### config.mk
export PLATFORM = sky130hd
export DESIGN_NAME = multicycle_cpu
export DESIGN_NICKNAME = d
export VERILOG_FILES = /design/src/rtl/multicycle_cpu.sv
export SDC_FILE = /design/constraint.sdc
export NUM_CORES = 1
export LEC_CHECK = 0
export BUFFER_PORTS_ARGS = -buffer_cell sky130_fd_sc_hd__buf_2
export CAP_MARGIN = 20
export CELL_PAD_IN_SITES_DETAIL_PLACEMENT = 0
export CELL_PAD_IN_SITES_GLOBAL_PLACEMENT = 1
export CORE_MARGIN = 10
export CORE_UTILIZATION = 50
export DETAILED_ROUTE_END_ITERATION = 12
export PLACE_DENSITY = 0.9
export SYNTH_ARGS = -nofsm -noshare
export SYNTH_HDL_FRONTEND = slang
export SYNTH_SLANG_ARGS = --single-unit
### constraint.sdc
create_clock -name clk -period 3.41 [get_ports clk]
set_input_delay 0.1705 -clock clk [delete_from_list [all_inputs] [get_ports clk]]
set_output_delay 0.1705 -clock clk [all_outputs]
set_load 0.1 [all_outputs]
### src/rtl/multicycle_cpu.sv
// rtl/multicycle_cpu.sv - multicycle 8-register accumulator-style CPU core
//
// Purpose: fetches 12-bit instructions over a valid/ready handshake and
// executes them over several cycles (FETCH, LOADA, EXEC, WB, OUTW, HALT).
// Instruction word: {op[11:9], fn[8:6], rd[5:3], rs[2:0]}.
//
// Ports:
//   clk, rst              clock, synchronous active-high reset
//   inst_valid/inst_data  instruction source, inst_ready high only in FETCH
//   out_valid/out_data    OUT result, held until out_ready
//   carry, zero           ALU flags, updated only in ALU write-back
//   halted                core is in HALT (left only via rst)
//   err                   sticky illegal-opcode flag
//   dbg_sel/dbg_data      combinational register-file read port
module multicycle_cpu #(
  parameter int WIDTH = 8,
  parameter int NREG  = 8
) (
  input  logic             clk,
  input  logic             rst,
  input  logic             inst_valid,
  input  logic [11:0]      inst_data,
  output logic             inst_ready,
  output logic             out_valid,
  output logic [WIDTH-1:0] out_data,
  input  logic             out_ready,
  output logic             carry,
  output logic             zero,
  output logic             halted,
  output logic             err,
  input  logic [2:0]       dbg_sel,
  output logic [WIDTH-1:0] dbg_data
);

  localparam logic [2:0] OP_NOP  = 3'b000;
  localparam logic [2:0] OP_LDI  = 3'b001;
  localparam logic [2:0] OP_MOV  = 3'b010;
  localparam logic [2:0] OP_ALU  = 3'b011;
  localparam logic [2:0] OP_OUT  = 3'b100;
  localparam logic [2:0] OP_HALT = 3'b101;

  localparam logic [2:0] FN_ADD  = 3'b000;
  localparam logic [2:0] FN_SUB  = 3'b001;
  localparam logic [2:0] FN_AND  = 3'b010;
  localparam logic [2:0] FN_OR   = 3'b011;
  localparam logic [2:0] FN_XOR  = 3'b100;
  localparam logic [2:0] FN_SHL  = 3'b101;
  localparam logic [2:0] FN_SHR  = 3'b110;
  localparam logic [2:0] FN_PASS = 3'b111;

  typedef enum logic [2:0] {
    S_FETCH,
    S_LOADA,
    S_EXEC,
    S_WB,
    S_OUTW,
    S_HALT
  } state_t;

  state_t           r_state;
  state_t           w_next;

  logic [11:0]      r_inst;
  logic [WIDTH-1:0] r_regs [NREG];
  logic [WIDTH-1:0] r_ra;
  logic [WIDTH-1:0] r_rc;
  logic             r_rc_carry;   // carry computed in EXEC, committed in WB
  logic             r_carry;
  logic             r_zero;
  logic             r_err;

  logic             w_accept;
  logic [2:0]       w_in_op;
  logic [2:0]       w_op;
  logic [2:0]       w_fn;
  logic [2:0]       w_rd;
  logic [2:0]       w_rs;
  logic [WIDTH-1:0] w_b;
  logic [WIDTH:0]   w_sum;
  logic [WIDTH-1:0] w_alu_res;
  logic             w_alu_carry;

  assign w_in_op  = inst_data[11:9];
  assign w_op     = r_inst[11:9];
  assign w_fn     = r_inst[8:6];
  assign w_rd     = r_inst[5:3];
  assign w_rs     = r_inst[2:0];
  assign w_accept = (r_state == S_FETCH) && inst_valid;

  assign w_b      = r_regs[w_rs];
  assign w_sum    = {1'b0, r_ra} + {1'b0, w_b};

  assign dbg_data = r_regs[dbg_sel];
  assign carry    = r_carry;
  assign zero     = r_zero;
  assign err      = r_err;

  // ALU: operand A is the RA snapshot taken in LOADA, operand B is read live
  // in EXEC. Registers are not written between LOADA and WB, so rd == rs
  // sees the pre-instruction value on both sides.
  always_comb begin
    w_alu_res   = '0;
    w_alu_carry = 1'b0;
    case (w_fn)
      FN_ADD: begin
        w_alu_res   = w_sum[WIDTH-1:0];
        w_alu_carry = w_sum[WIDTH];
      end
      FN_SUB: begin
        w_alu_res   = r_ra - w_b;
        w_alu_carry = (r_ra >= w_b);
      end
      FN_AND:  w_alu_res = r_ra & w_b;
      FN_OR:   w_alu_res = r_ra | w_b;
      FN_XOR:  w_alu_res = r_ra ^ w_b;
      FN_SHL: begin
        w_alu_res   = {r_ra[WIDTH-2:0], 1'b0};
        w_alu_carry = r_ra[WIDTH-1];
      end
      FN_SHR: begin
        w_alu_res   = {1'b0, r_ra[WIDTH-1:1]};
        w_alu_carry = r_ra[0];
      end
      FN_PASS: w_alu_res = w_b;
      default: w_alu_res = '0;
    endcase
  end

  always_ff @(posedge clk) begin
    if (rst) begin
      r_state <= S_FETCH;
    end else begin
      r_state <= w_next;
    end
  end

  always_comb begin
    w_next     = r_state;
    inst_ready = 1'b0;
    out_valid  = 1'b0;
    halted     = 1'b0;
    out_data   = r_regs[w_rd];
    case (r_state)
      S_FETCH: begin
        inst_ready = 1'b1;
        if (w_accept) begin
          case (w_in_op)
            OP_LDI, OP_MOV: w_next = S_WB;
            OP_ALU:         w_next = S_LOADA;
            OP_OUT:         w_next = S_OUTW;
            OP_HALT:        w_next = S_HALT;
            default:        w_next = S_FETCH;  // NOP and illegal opcodes
          endcase
        end
      end
      S_LOADA: w_next = S_EXEC;
      S_EXEC:  w_next = S_WB;
      S_WB:    w_next = S_FETCH;
      S_OUTW: begin
        out_valid = 1'b1;
        if (out_ready) begin
          w_next = S_FETCH;
        end
      end
      S_HALT: begin
        halted = 1'b1;
        w_next = S_HALT;
      end
      default: w_next = S_FETCH;
    endcase
  end

  always_ff @(posedge clk) begin
    if (rst) begin
      r_inst     <= '0;
      r_ra       <= '0;
      r_rc       <= '0;
      r_rc_carry <= 1'b0;
      r_carry    <= 1'b0;
      r_zero     <= 1'b0;
      r_err      <= 1'b0;
      for (int i = 0; i < NREG; i++) begin
        r_regs[i] <= '0;
      end
    end else begin
      if (w_accept) begin
        r_inst <= inst_data;
        if (w_in_op[2:1] == 2'b11) begin
          r_err <= 1'b1;
        end
      end
      case (r_state)
        S_LOADA: r_ra <= r_regs[w_rd];
        S_EXEC: begin
          r_rc       <= w_alu_res;
          r_rc_carry <= w_alu_carry;
        end
        S_WB: begin
          case (w_op)
            OP_LDI: r_regs[w_rd] <= WIDTH'({r_inst[8:6], r_inst[2:0]});
            OP_MOV: r_regs[w_rd] <= r_regs[w_rs];
            OP_ALU: begin
              r_regs[w_rd] <= r_rc;
              r_carry      <= r_rc_carry;
              r_zero       <= (r_rc == '0);
            end
            default: ;
          endcase
        end
        default: ;
      endcase
    end
  end

endmodule

==> run summary <==
Outcome: completed
TritonCTS buffer count: 9
CP peak stage delay: 560 ps
Fin crit share: 0.935
GRT Resource Usage Total: 0.198
Sw frac: 0.343
Clock network power share: 0.301
First-pass DRT Iterations: 6
Reg power frac: 0.424
Core Util, Final: 0.563
RSZ-0062 raised after global routing: no
DP HPWL: 14100 um
CP Launch Type: flop
Headroom to the max-slew limit: 0.430
Crit Reg-Reg Endpoint: r_rc[4]
Vias: 5355
# DRC: 0
Critical-path top delay cell: mux4_1
Worst path cell trace: buf_12 > mux4_1 > mux2_2 > ha_1 > fa_1 > o21bai_1 > a21oi_1 > xnor2_1 > a211oi_1 > o21ai_0
Hold-fix buffers, CTS: 0
Synth Instances: 620
Vias in the first global route: 5215
Largest net degree at the start of global routing: 29
Clock buffer depth: 2
R2R depth: 10
Cell depth of the worst setup path: 10
Global placement routability congestion: 0.978
Arrival time worst endpoint: 3430 ps
Max Cap Viol: 0
Initial core utilization: 0.512
Antenna Cells: 0
Crit path required time: 3650 ps
Async SR Flop Fraction: 0
Filler instances: 1134
Hold/Removal Path Class: in2reg
Core Box Area: 13300 um2
Avg Synthesized Cell Area: 11.0 um2
Initial antenna violation count: 0
First-pass GRT wire length: 28800 um
Kind of critical path: reg2reg
Post-synthesis register bit count: 105
Worst R2R Setup Slack: 220 ps
Seq/Total Area, Yosys: 0.403
Worst path top cell family by delay: multiplexers
Reg clk slew, reported paths: 80 ps
Slew @ Worst Pin: 853 ps
Die Wd: 137 um
Die height: 137 um
Tmin final: 3190 ps
Internal power: 2.34 mW
Fraction of layout instances using a drive strength above 1: 0.235
H-tree levels: 3
Area grow syn2layout: 9.90%
Clk root buf: clkbuf_16
Latest clock arrival within the worst-skew pair: 360 ps
Hold Violations, Final: 0
IO Port Bufs: 40
Die area: 18700 um2
I/O Pins: 41
Final WL: 18500 um
Grt ovf: 0
Commonest non-fill, non-tap cell in the layout: nor2_1
Max-slew violation count: 0
PwrDens: 476 nW/um2
Lkg Pwr: 2.77 nW
Commonest cells after routing, fill and taps aside: 118 x nor2_1, 64 x edfxtp_1, 41 x dfxtp_1, 40 x buf_2, 39 x nand2_1
Fin Setup TNS: 0 ps
Mapped Area: 6810 um2
Sw Pwr: 1.22 mW
Setup crit end kind: flop
Routed len/inst: 22.3 um
DR vias/cell: 6.44
Comb power frac: 0.275
FMAX: 314 MHz
Antenna-violating nets left: 0
Final nets: 699
Ys Warns: 0
Critical Path Fanout Max: 17
Final setup fails: 0
Pre-CTS setup slack: 204 ps
Buffers & Inverters on Critical Path: 1
Num Clock Sinks: 105
Worst clock skew: 13.1 ps
Maximum VDD drop: 324 uV
Top FF cell, synth: edfxtp_1
CTS tree: yes
Critical path destination: r_rc[4]
Syn Nets: 668
Post-synth EDFFs: 64
FP Rows: 42
Iter 0 DRT Violations: 729
Final WS setup: 222 ps
Cell variety after synth: 68
[timing repair]
action                                  4_1_cts  5_1_grt
gates resized for setup                       0        1
buffers inserted                              0        0
endpoints found under the setup margin        0        1
[power groups by stage]
stage | combinational [mW] | sequential [mW] | clock [mW]
after global placement | 0.943 | 1.52 | 0
after floorplan | 0.783 | 1.47 | 0
after CTS | 0.966 | 1.50 | 1.08
final | 0.978 | 1.51 | 1.07
after global routing | 1.05 | 1.51 | 1.12
after detailed placement | 0.958 | 1.53 | 0
[cells in the mapped netlist (6+ instances only)]
cell type  instances  share of area
nor2_1           118          0.065
edfxtp_1          64           0.28
dfxtp_1           41           0.12
nand2_1           39          0.021
mux4_2            36           0.12
a21oi_1           32          0.024
clkbuf_1          28          0.015
ha_1              27          0.050
inv_1             25          0.014
mux2_2            23          0.038
o21ai_0           14          0.010
nand2b_1          12          0.011
mux4_1            11          0.042
mux2i_1            9          0.013
a211oi_1           7         0.0077
a311oi_1           7         0.0090
a222oi_1           6         0.0088
nand3_1            6         0.0044
[registers in the layout, indices dropped and copies added (netlist names), named ones only]
signal / count
r_inst: 12
r_state: 3
zero: 1
err: 1
r_rc_carry: 1
r_ra: 8
r_regs: 64
r_rc: 8
carry: 1
[tightest hold or removal path, delay by kind of cell]
family                 cells  cell delay, ps
AOI/OAI and AO/OA          1              50
and+or+nand+nor            1              50
buffers and inverters      1              90
[worst min-delay path by stage]
stage,start,end,slack [ps],cells past startpoint
after global placement,inst_data[7],r_inst[7],420,3
after CTS,inst_data[6],r_inst[6],60,3
final,inst_data[6],r_inst[6],60,3
after detailed placement,inst_data[6],r_inst[6],430,3
after floorplan,inst_data[11],r_inst[11],310,2
after global routing,inst_data[8],r_inst[8],60,3
[cell families (layout without fill, tap and decap cells)]
| kind of cell | count (synthesis) | count (layout) | share of synthesized area |
|---|---|---|---|
| adder cells (fa/ha/maj) | 29 | 29 | 0.0555 |
| flip-flops | 105 | 105 | 0.403 |
| AO/OA/AOI/OAI | 112 | 112 | 0.115 |
| multiplexers | 81 | 81 | 0.218 |
| XOR/XNOR | 4 | 4 | 0.00515 |
| buffers and inverters | 67 | 102 | 0.0487 |
| AND/OR/NAND/NOR | 222 | 222 | 0.154 |
[cell type report]
| type | instances | area [um2] | area share |
|---|---|---|---|
| repair buffers | 61 | 374 | 0.0500 |
| clock buffers | 9 | 225 | 0.0301 |
| flip-flops and latches | 105 | 2740 | 0.366 |
| well taps | 176 | 220 | 0.0294 |
| inverters | 26 | 97.6 | 0.0130 |
| clock inverters | 6 | 76.3 | 0.0102 |
| multi-input cells | 448 | 3750 | 0.501 |
[stage by stage]
stage	cell area, um2	hold WS (ps)	cells	power [mW]
4_1_cts	7460	58.3	829	3.55
3_3_place_gp	7160	422	814	2.47
6_report	7480	62.0	831	3.56
5_1_grt	7480	65.0	831	3.68
2_1_floorplan	6810	306	620	2.26
3_5_place_dp	7160	429	814	2.49
[per-layer routing]
layer  track usage  up-vias  share of wire
met3        0.0319       46          0.078
met4        0.0846        0          0.029
met5             0        -              0
li1              -     2396              -
met2         0.335      279           0.51
met1         0.245     2634           0.39
Note: power is estimated with default switching activity, not from simulation.
